### src/rtl/skeleton_echo_buffer.sv
// Multi-word test skeleton: host fills the input buffer, triggers, and reads back echo/reverse/increment results.
// Latency: NUM_WORDS cycles per calculation, 1-cycle registered reads; no backpressure, writes/triggers during CALC are dropped.
module skeleton_echo_buffer #(
    parameter int BITWIDTH_DATA = 16,
    parameter int NUM_WORDS     = 8,
    parameter int BITWIDTH_ADDR = 3,
    parameter int MODE          = 0,
    parameter int BITWIDTH_HEAD = 26
) (
    input  logic                     CLK_SYS,
    input  logic                     RST,
    input  logic                     EN,
    input  logic                     WR_EN,
    input  logic [BITWIDTH_ADDR-1:0] WR_ADDR,
    input  logic [BITWIDTH_DATA-1:0] DATA_IN,
    input  logic                     TRGG_START_CALC,
    input  logic [BITWIDTH_ADDR-1:0] RD_ADDR,
    output logic [BITWIDTH_DATA-1:0] DATA_OUT,
    output logic [BITWIDTH_HEAD-1:0] DATA_HEAD,
    output logic                     DATA_VALID,
    output logic                     BUSY
);

    typedef enum logic [1:0] {
        IDLE = 2'd0,
        CALC = 2'd1,
        DONE = 2'd2
    } state_t;

    localparam logic [BITWIDTH_ADDR-1:0] LAST_IDX = BITWIDTH_ADDR'(NUM_WORDS - 1);

    state_t                   state_q, state_d;
    logic [BITWIDTH_ADDR-1:0] cnt_q, cnt_d;
    logic                     done_q, done_d;
    logic [BITWIDTH_DATA-1:0] in_q  [NUM_WORDS];
    logic [BITWIDTH_DATA-1:0] in_d  [NUM_WORDS];
    logic [BITWIDTH_DATA-1:0] out_q [NUM_WORDS];
    logic [BITWIDTH_DATA-1:0] out_d [NUM_WORDS];
    logic [BITWIDTH_DATA-1:0] dout_q, dout_d;

    logic [BITWIDTH_ADDR-1:0] src_idx;
    logic [BITWIDTH_DATA-1:0] src_word;
    logic [BITWIDTH_DATA-1:0] calc_word;
    logic                     sync_rst;

    assign sync_rst = RST | ~EN;

    always_comb begin
        src_idx = (MODE == 1) ? (LAST_IDX - cnt_q) : cnt_q;
        src_word = '0;
        for (int i = 0; i < NUM_WORDS; i++) begin
            if (src_idx == BITWIDTH_ADDR'(i)) begin
                src_word = in_q[i];
            end
        end
        // Increment mode wraps silently at the data width.
        calc_word = (MODE == 2) ? (src_word + BITWIDTH_DATA'(1)) : src_word;
    end

    always_comb begin
        state_d = state_q;
        cnt_d   = cnt_q;
        done_d  = done_q;
        in_d    = in_q;
        out_d   = out_q;

        case (state_q)
            IDLE, DONE: begin
                for (int i = 0; i < NUM_WORDS; i++) begin
                    if (WR_EN && (WR_ADDR == BITWIDTH_ADDR'(i))) begin
                        in_d[i] = DATA_IN;
                    end
                end
                if (TRGG_START_CALC) begin
                    state_d = CALC;
                    cnt_d   = '0;
                    done_d  = 1'b0;
                end
            end
            CALC: begin
                for (int i = 0; i < NUM_WORDS; i++) begin
                    if (cnt_q == BITWIDTH_ADDR'(i)) begin
                        out_d[i] = calc_word;
                    end
                end
                cnt_d = cnt_q + BITWIDTH_ADDR'(1);
                if (cnt_q == LAST_IDX) begin
                    state_d = DONE;
                    done_d  = 1'b1;
                    cnt_d   = '0;
                end
            end
            default: begin
                state_d = IDLE;
            end
        endcase
    end

    always_comb begin
        dout_d = '0;
        for (int i = 0; i < NUM_WORDS; i++) begin
            if (RD_ADDR == BITWIDTH_ADDR'(i)) begin
                dout_d = out_q[i];
            end
        end
    end

    always_ff @(posedge CLK_SYS) begin
        if (sync_rst) begin
            state_q <= IDLE;
            cnt_q   <= '0;
            done_q  <= 1'b0;
            dout_q  <= '0;
            for (int i = 0; i < NUM_WORDS; i++) begin
                in_q[i]  <= '0;
                out_q[i] <= '0;
            end
        end else begin
            state_q <= state_d;
            cnt_q   <= cnt_d;
            done_q  <= done_d;
            dout_q  <= dout_d;
            for (int i = 0; i < NUM_WORDS; i++) begin
                in_q[i]  <= in_d[i];
                out_q[i] <= out_d[i];
            end
        end
    end

    assign DATA_OUT   = dout_q;
    assign BUSY       = (state_q == CALC);
    assign DATA_VALID = done_q & (state_q != CALC) & ~TRGG_START_CALC;
    assign DATA_HEAD  = BITWIDTH_HEAD'({4'(MODE + 1), 6'(NUM_WORDS), 6'(NUM_WORDS),
                                        5'(BITWIDTH_DATA), 5'(BITWIDTH_DATA)});

endmodule

### config.mk
export PLATFORM = sky130hd
export DESIGN_NAME = skeleton_echo_buffer
export DESIGN_NICKNAME = d
export VERILOG_FILES = /design/src/rtl/skeleton_echo_buffer.sv
export SDC_FILE = /design/constraint.sdc
export NUM_CORES = 1
export LEC_CHECK = 0
export ABC_AREA = 1
export BUFFER_PORTS_ARGS = -buffer_cell sky130_fd_sc_hd__buf_2
export CAP_MARGIN = 20
export CORE_ASPECT_RATIO = 1.4
export CORE_UTILIZATION = 30
export CTS_CLUSTER_SIZE = 30
export DETAILED_ROUTE_END_ITERATION = 8
export PLACE_DENSITY = 0.55
export RECOVER_POWER = 100
export SLEW_MARGIN = 20
export SYNTH_ARGS = -nofsm -noshare
export SYNTH_HDL_FRONTEND = slang
export SYNTH_SLANG_ARGS = --single-unit
### constraint.sdc
create_clock -name CLK_SYS -period 3.1 [get_ports CLK_SYS]
set_clock_uncertainty 0.2 [all_clocks]
set_input_delay 0 -clock CLK_SYS [delete_from_list [all_inputs] [get_ports CLK_SYS]]
set_output_delay 0 -clock CLK_SYS [all_outputs]
set_load 0.005 [all_outputs]
==> flow_summary.ini, run 1 <==
[critical_path]
crit_buf_inv = 7
crit_cells = 11
cp_slowest_cell = dlygate4sd3_1
crit_path_max_fanout = 17
cpMostUsedCell = dlygate4sd3_1
setup.worst_path.class = in2reg
cp-end-kind = register
reg2reg_slack_ns = 0.38
worstPathArrival_ns = 2.99
start_kind = input pin
critical-path-top-delay-family = buffers and inverters
crit_end = in_q[51]
startpoint = WR_ADDR[0]
rr_worst_depth = 10
max_stage_delay_ns = 0.57
crit_chain = dlygate4sd3_1 -> clkbuf_1 -> nor2_1 -> dlygate4sd3_1 -> inv_1 -> nor2_1 -> dlygate4sd3_1 -> buf_4 -> inv_1 -> nand2_1 -> a21oi_1
r2r-start = state_q[0]
r2r-end = in_q[101]
crit_required_ns = 3.37

[route]
drtAntennaViolNets = 0
vias = 12100
drt_iter0_markers = 797
via_per_inst = 4.67
wl_um = 38700
wl_per_cell_um = 14.9
drc = 0
dr.pass1.iters = 5

[layout]
nNetsFinal = 2050
drive_gt1_share_pct = 7.07
diodes = 0
syn_to_final_growth_pct = 14.2
num-fill-cells = 4680

[synth]
synth_edf_count = 0
synth_flop_cell = dfxtp_1
async_flop_share_pct = 0
avgSynthCellArea_sq_um = 6.53
yosys_warnings = 0
ys_seq_area_share_pct = 42.7
synth_seq_cells = 278
yosysTopAreaCellShare_pct = 42.7
yosysTopAreaCell = dfxtp_1
ys_types = 26
syn_inst = 1994
synth_area_sq_mm = 0.0130
ys_top_cells_by_area = dfxtp_1 43%, nand2_1 16%, a21oi_1 7.5%

[power]
clkPwrFrac_pct = 46.6
power_density_mw_per_mm2 = 500
p_comb_share_pct = 4.8
power_mw = 7.43
p_leak_nw = 6.21
ir_drop_uv = 314
p_int_mw = 5.69
power_switching_share_pct = 23.4
p_switching_mw = 1.73
power.share.sequential_pct = 48.5

[place]
place_congestion = 0.812
hpwl_um = 25100
port_buffers = 44

[floorplanning]
num_rows = 90
chipWidth_um = 178
core_region_area_sq_mm = 0.0430
die_area_sq_mm = 0.0443
die_h_um = 249
start_util_pct = 30.3
num_io_pins = 71

[job]
drv_cap = 1

[timing]
hold_viol = 0
min_period_ns = 2.73
rsz0062_at_grt = no
relSlewSlack_pct = -1.37
period_share_pct = 87.9
tightest_slew_ns = 1.51
setup_viol_count_final = 0
fmax_mhz = 367
drv_slew = 17
setup_tns_ns = 0

[clocking]
cts_root_buffer = clkbuf_16
ctsResizeCount = 0
htree_levels = 1
clock_latency_ns = 0.56
cts_tree = built
ctsLongestPathBuffers = 3
cts.sink_count = 278
path_clk_slew_ns = 0.06
cts_buffers = 28

[grt]
grt_start_max_net_pins = 75
grt_pass1_wl_um = 62200
grt_util_all_layers_pct = 17.6
first_global_vias = 11400
antenna_found_initial = 1
overflow = 0

[run_status]
status = finished, violations left
violations = max-capacitance violations, max-slew violations

[hold_path]
holdCritPathClass = in2reg
==> worst min-delay path by stage <==
stage | start | endpoint | slack [ns] | depth (start not counted)
final | TRGG_START_CALC | state_q[1] | 0.09 | 5
after global routing | TRGG_START_CALC | state_q[1] | 0.13 | 5
after CTS | TRGG_START_CALC | state_q[1] | 0.08 | 5
after detailed placement | TRGG_START_CALC | state_q[1] | 0.12 | 4
after global placement | TRGG_START_CALC | state_q[1] | 0.11 | 4
after floorplan | TRGG_START_CALC | DATA_VALID | -0.09 | 3
==> kinds of logic after synthesis <==
kind of cell | Yosys count | synth area share [%]
other cells | 2 | 0.0577
compound gates | 265 | 11.1
flops | 278 | 42.7
fa+ha+maj | 6 | 0.576
simple gates | 1035 | 32.6
buf+inv | 408 | 12.9
==> routing by layer <==
metal	GRT usage [%]	share of wire [%]
met2	31.5	50
met3	1.91	4.0
met1	21.3	43
met5	0	0
met4	6.74	3.5
==> power by group through the flow <==
stage | Combinational, mW | Sequential (mW) | Clock, mW
after floorplan | 0.231 | 3.68 | 0
after global placement | 0.334 | 3.68 | 0
after detailed placement | 0.336 | 3.69 | 0
after CTS | 0.365 | 3.60 | 3.55
after global routing | 0.397 | 3.61 | 3.69
final | 0.360 | 3.61 | 3.46
==> synth_stat cells, types with 6 or more instances <==
cell	count
nand4_1	16
clkbuf_2	14
nor2_1	256
clkbuf_1	77
dfxtp_1	278
nand3_1	170
ha_1	6
or2_2	16
buf_4	27
nand2_1	544
buf_2	25
a21oi_1	196
o21ai_0	20
nor3_1	16
inv_1	252
nand2_2	10
o211ai_1	13
a211oi_1	34
inv_2	8
==> layout by cell type, fill, tap and decap left out <==
master and count:
o211ai_1 13, a211oi_1 34, inv_2 2, ha_1 6, buf_4 31, clkinv_1 3, nand3_1 170, nor2_4 1
or2_2 16, buf_12 2, nor3_1 12, dfxtp_1 278, bufinv_16 1, nand4_1 16, o21ai_0 20, clkbuf_8 9
nor3_2 4, clkinv_2 4, buf_2 33, a31oi_1 2, clkbuf_16 29, nand3_2 1, nand2_1 551, nand2_4 1
a21oi_1 196, nor2_2 4, conb_1 26, buf_1 1, clkbuf_1 18, inv_6 1, nor2_1 257, inv_1 258
dlygate4sd3_1 32, clkbuf_2 3, nand2_2 2
==> state kept, by name (all words and copies together), names as in the netlist <==
register / flops
DATA_OUT: 16
cnt_q: 3
done_q: 1
in_q: 128
out_q: 128
state_q: 2
==> area by class of cell <==
class,instances,area [sq um],area share [%]
clock buffer,44,872,5.87
multi-input combinational,1332,5870,39.5
sequential,278,5570,37.4
inverter,263,987,6.64
timing repair buffer,114,822,5.53
clock inverter,6,58.8,0.395
tap,552,691,4.64
==> timing repair <==
action / in CTS / in global routing
endpoints found under the hold margin: 147 / 0
setup buffers: 0 / 0
hold buffers: 32 / 0
setup endpoints to repair: 0 / 0
==> per-stage QoR <==
stage                     std cells  util, %  hold slack (ns)  setup WS, ns  cell area (sq um)
after floorplan                2018        -          -0.0876         0.800              13100
after global routing           2589     34.6            0.134         0.159              14900
after CTS                      2589     34.7           0.0768         0.488              14900
final                          2589     34.6           0.0880         0.374              14900
after global placement         2507     31.8            0.110         0.789              13700
after detailed placement       2507     31.8            0.124         0.829              13700
==> worst min-delay path: stages <==
cell,delay (ns)
dlygate4sd3_1,0.52
buf_2,0.10
inv_1,0.04
nand3_1,0.07
a21oi_1,0.06
Note: power is estimated with default switching activity, not from simulation.
==> run 2, diff against run 1 <==
--- a/config.mk
+++ b/config.mk
@@ -5,7 +5,6 @@
 export SDC_FILE = /design/constraint.sdc
 export NUM_CORES = 1
 export LEC_CHECK = 0
-export ABC_AREA = 1
 export BUFFER_PORTS_ARGS = -buffer_cell sky130_fd_sc_hd__buf_2
 export CAP_MARGIN = 20
 export CORE_ASPECT_RATIO = 1.4
==> constraint.sdc (replaced) <==
create_clock -name CLK_SYS -period 3.35 [get_ports CLK_SYS]
set_clock_uncertainty 0.2 [all_clocks]
set_input_delay 0 -clock CLK_SYS [delete_from_list [all_inputs] [get_ports CLK_SYS]]
set_output_delay 0 -clock CLK_SYS [all_outputs]
set_load 0.005 [all_outputs]
==> flow_summary.ini, run 2 <==
[synth]
yosysTopAreaCell = dfxtp_1
avgSynthCellArea_sq_um = 8.52
synth_flop_cell = dfxtp_1
yosys.cell_count.top_type = dfxtp_1
synth_seq_cells = 278
synth_edf_count = 0
ys_top_cells_by_area = dfxtp_1 43%, mux2i_1 7.2%, nand2_1 6.4%
synth_area_sq_mm = 0.0129
yosys_warnings = 0
async_flop_share_pct = 0
ys_seq_area_share_pct = 43.1
yosysTopAreaCellShare_pct = 43.1
ys_types = 54
syn_inst = 1517
synth_common_cells = 278 x dfxtp_1, 222 x nand2_1, 157 x a21oi_1

[layout]
nNetsFinal = 1535
layout_common_cells = 278 x dfxtp_1, 222 x nand2_1, 157 x a21oi_1, 107 x nor2_1, 93 x mux2i_1
utilization_pct = 34.1
diodes = 0
syn_to_final_growth_pct = 11.7
layout_commonest_cell = dfxtp_1
drive_gt1_share_pct = 9.86

[place]
dpl_worst_slack_ns = 0.697
place_congestion = 0.781
hpwl_um = 24200
port_buffers = 44

[route]
drt_iter0_markers = 793
drtAntennaViolNets = 0
wl_per_cell_um = 17.9
wl_um = 36900
vias = 10700
drc = 0
via_per_inst = 5.17
dr.pass1.iters = 5

[critical_path]
crit_buf_inv = 2
reg2reg_slack_ns = 0.41
cpMostUsedCell = inv_1
crit_end = out_q[62]
max_stage_delay_ns = 0.67
crit_required_ns = 3.59
cp_slowest_cell = inv_1
crit_cells = 7
cp-end-kind = register
rr_worst_depth = 7
critical-path-top-delay-family = buffers and inverters
r2r-start = cnt_q[1]
crit_chain = inv_1 -> ha_1 -> inv_1 -> mux2_2 -> o2111ai_1 -> o21ai_0 -> a22o_1
start_kind = register
startpoint = cnt_q[1]
r2r-end = out_q[62]
worstPathArrival_ns = 3.17
crit_path_max_fanout = 19
setup.worst_path.class = reg2reg

[floorplanning]
die_h_um = 248
chipWidth_um = 177
num_io_pins = 71
core_region_area_sq_mm = 0.0423
die_area_sq_mm = 0.0439
start_util_pct = 30.5
num_rows = 89

[clocking]
cts.sink_count = 278
cts_hold_buffers = 25
path_clk_slew_ns = 0.07
clock_latency_ns = 0.55
cts_buffers = 27
cts_root_buffer = clkbuf_16
cts_tree = built
cts_setup_buffers = 0
ctsResizeCount = 0
htree_levels = 1
ctsLongestPathBuffers = 3

[grt]
antenna_found_initial = 0
grt.busiest_layer = met2
grt_util_all_layers_pct = 16.6
use_met3_pct = 1.72
grt_start_max_net_pins = 79
overflow = 0
first_global_vias = 9972
grt_pass1_wl_um = 57800
grt_use_met2_pct = 29.7
grt_use_met1_pct = 21.3

[timing]
fin_ws_ns = 0.414
drv_slew = 23
tightest_slew_ns = 1.55
min_period_ns = 2.94
hold_viol = 0
fmax_mhz = 341
rsz0062_at_grt = no
period_share_pct = 87.6
setup_tns_ns = 0
setup_viol_count_final = 0
relSlewSlack_pct = -3.10

[power]
ir_drop_uv = 317
power_density_mw_per_mm2 = 469
p_leak_nw = 5.12

[hold_path]
holdCritPathClass = in2reg

[run_status]
violations = max-capacitance violations, max-slew violations
status = finished, violations left

[job]
drv_cap = 1
run 2: how the worst min path moves through the flow:
| stage | cells after the start | from | slack, ns | end |
|---|---|---|---|---|
| after floorplan | 1 | TRGG_START_CALC | -0.17 | DATA_VALID |
| after global placement | 3 | TRGG_START_CALC | 0.06 | DATA_VALID |
| after detailed placement | 3 | TRGG_START_CALC | 0.07 | DATA_VALID |
| after CTS | 3 | EN | 0.002 | state_q[0] |
| after global routing | 5 | EN | 0.09 | out_q[83] |
| final | 5 | EN | 0.05 | out_q[34] |
run 2: metal layers:
metal,up-vias,part of all wire (%)
met5,-,0
met4,0,1.3
met3,35,4.6
met2,265,50
met1,5128,44
li1,5254,-
run 2: metrics by stage:
| stage | total power [mW] | area, sq um | std cells | hold WS (ns) |
|---|---|---|---|---|
| CTS | 6.85 | 14500 | 2067 | 0.00159 |
| finish | 6.77 | 14400 | 2067 | 0.0506 |
| floorplan | 3.71 | 13000 | 1541 | -0.167 |
| global placement | 3.81 | 13400 | 1994 | 0.0607 |
| detailed placement | 3.81 | 13400 | 1994 | 0.0665 |
| global route | 7.01 | 14400 | 2067 | 0.0901 |
run 2: area by class of cell:
class / count / area (sq um)
flip-flops and latches: 278 / 5570
multi-input cells: 1081 / 6590
fillers: 4440 / 27900
repair buffers: 104 / 704
clock buffers: 40 / 785
inverters: 10 / 40.0
well taps: 546 / 683
clock inverters: 8 / 73.8
run 2: cells by family (layout without fill, tap and decap cells):
family	after synthesis	count (layout)	share of synthesized area, %
other cells	2	26	0.0581
compound gates	442	442	22.2
buf+inv	182	162	6.86
flops	278	278	43.1
simple gates	498	498	18.1
fa+ha+maj	6	6	0.581
mux	109	109	9.12
run 2: worst min-delay path: cells and delay by family:
kind	cells	cell delay [ns]
compound gates	2	0.21
buf+inv	2	0.41
simple gates	1	0.12
run 2: power breakdown:
group / total, mW / leakage (nW) / internal [mW] / switching, mW
Clock: 3.02 / 0.419 / 1.69 / 1.33
Sequential: 3.34 / 2.24 / 3.32 / 0.0122
Combinational: 0.411 / 2.46 / 0.136 / 0.274
Total: 6.77 / 5.12 / 5.16 / 1.62
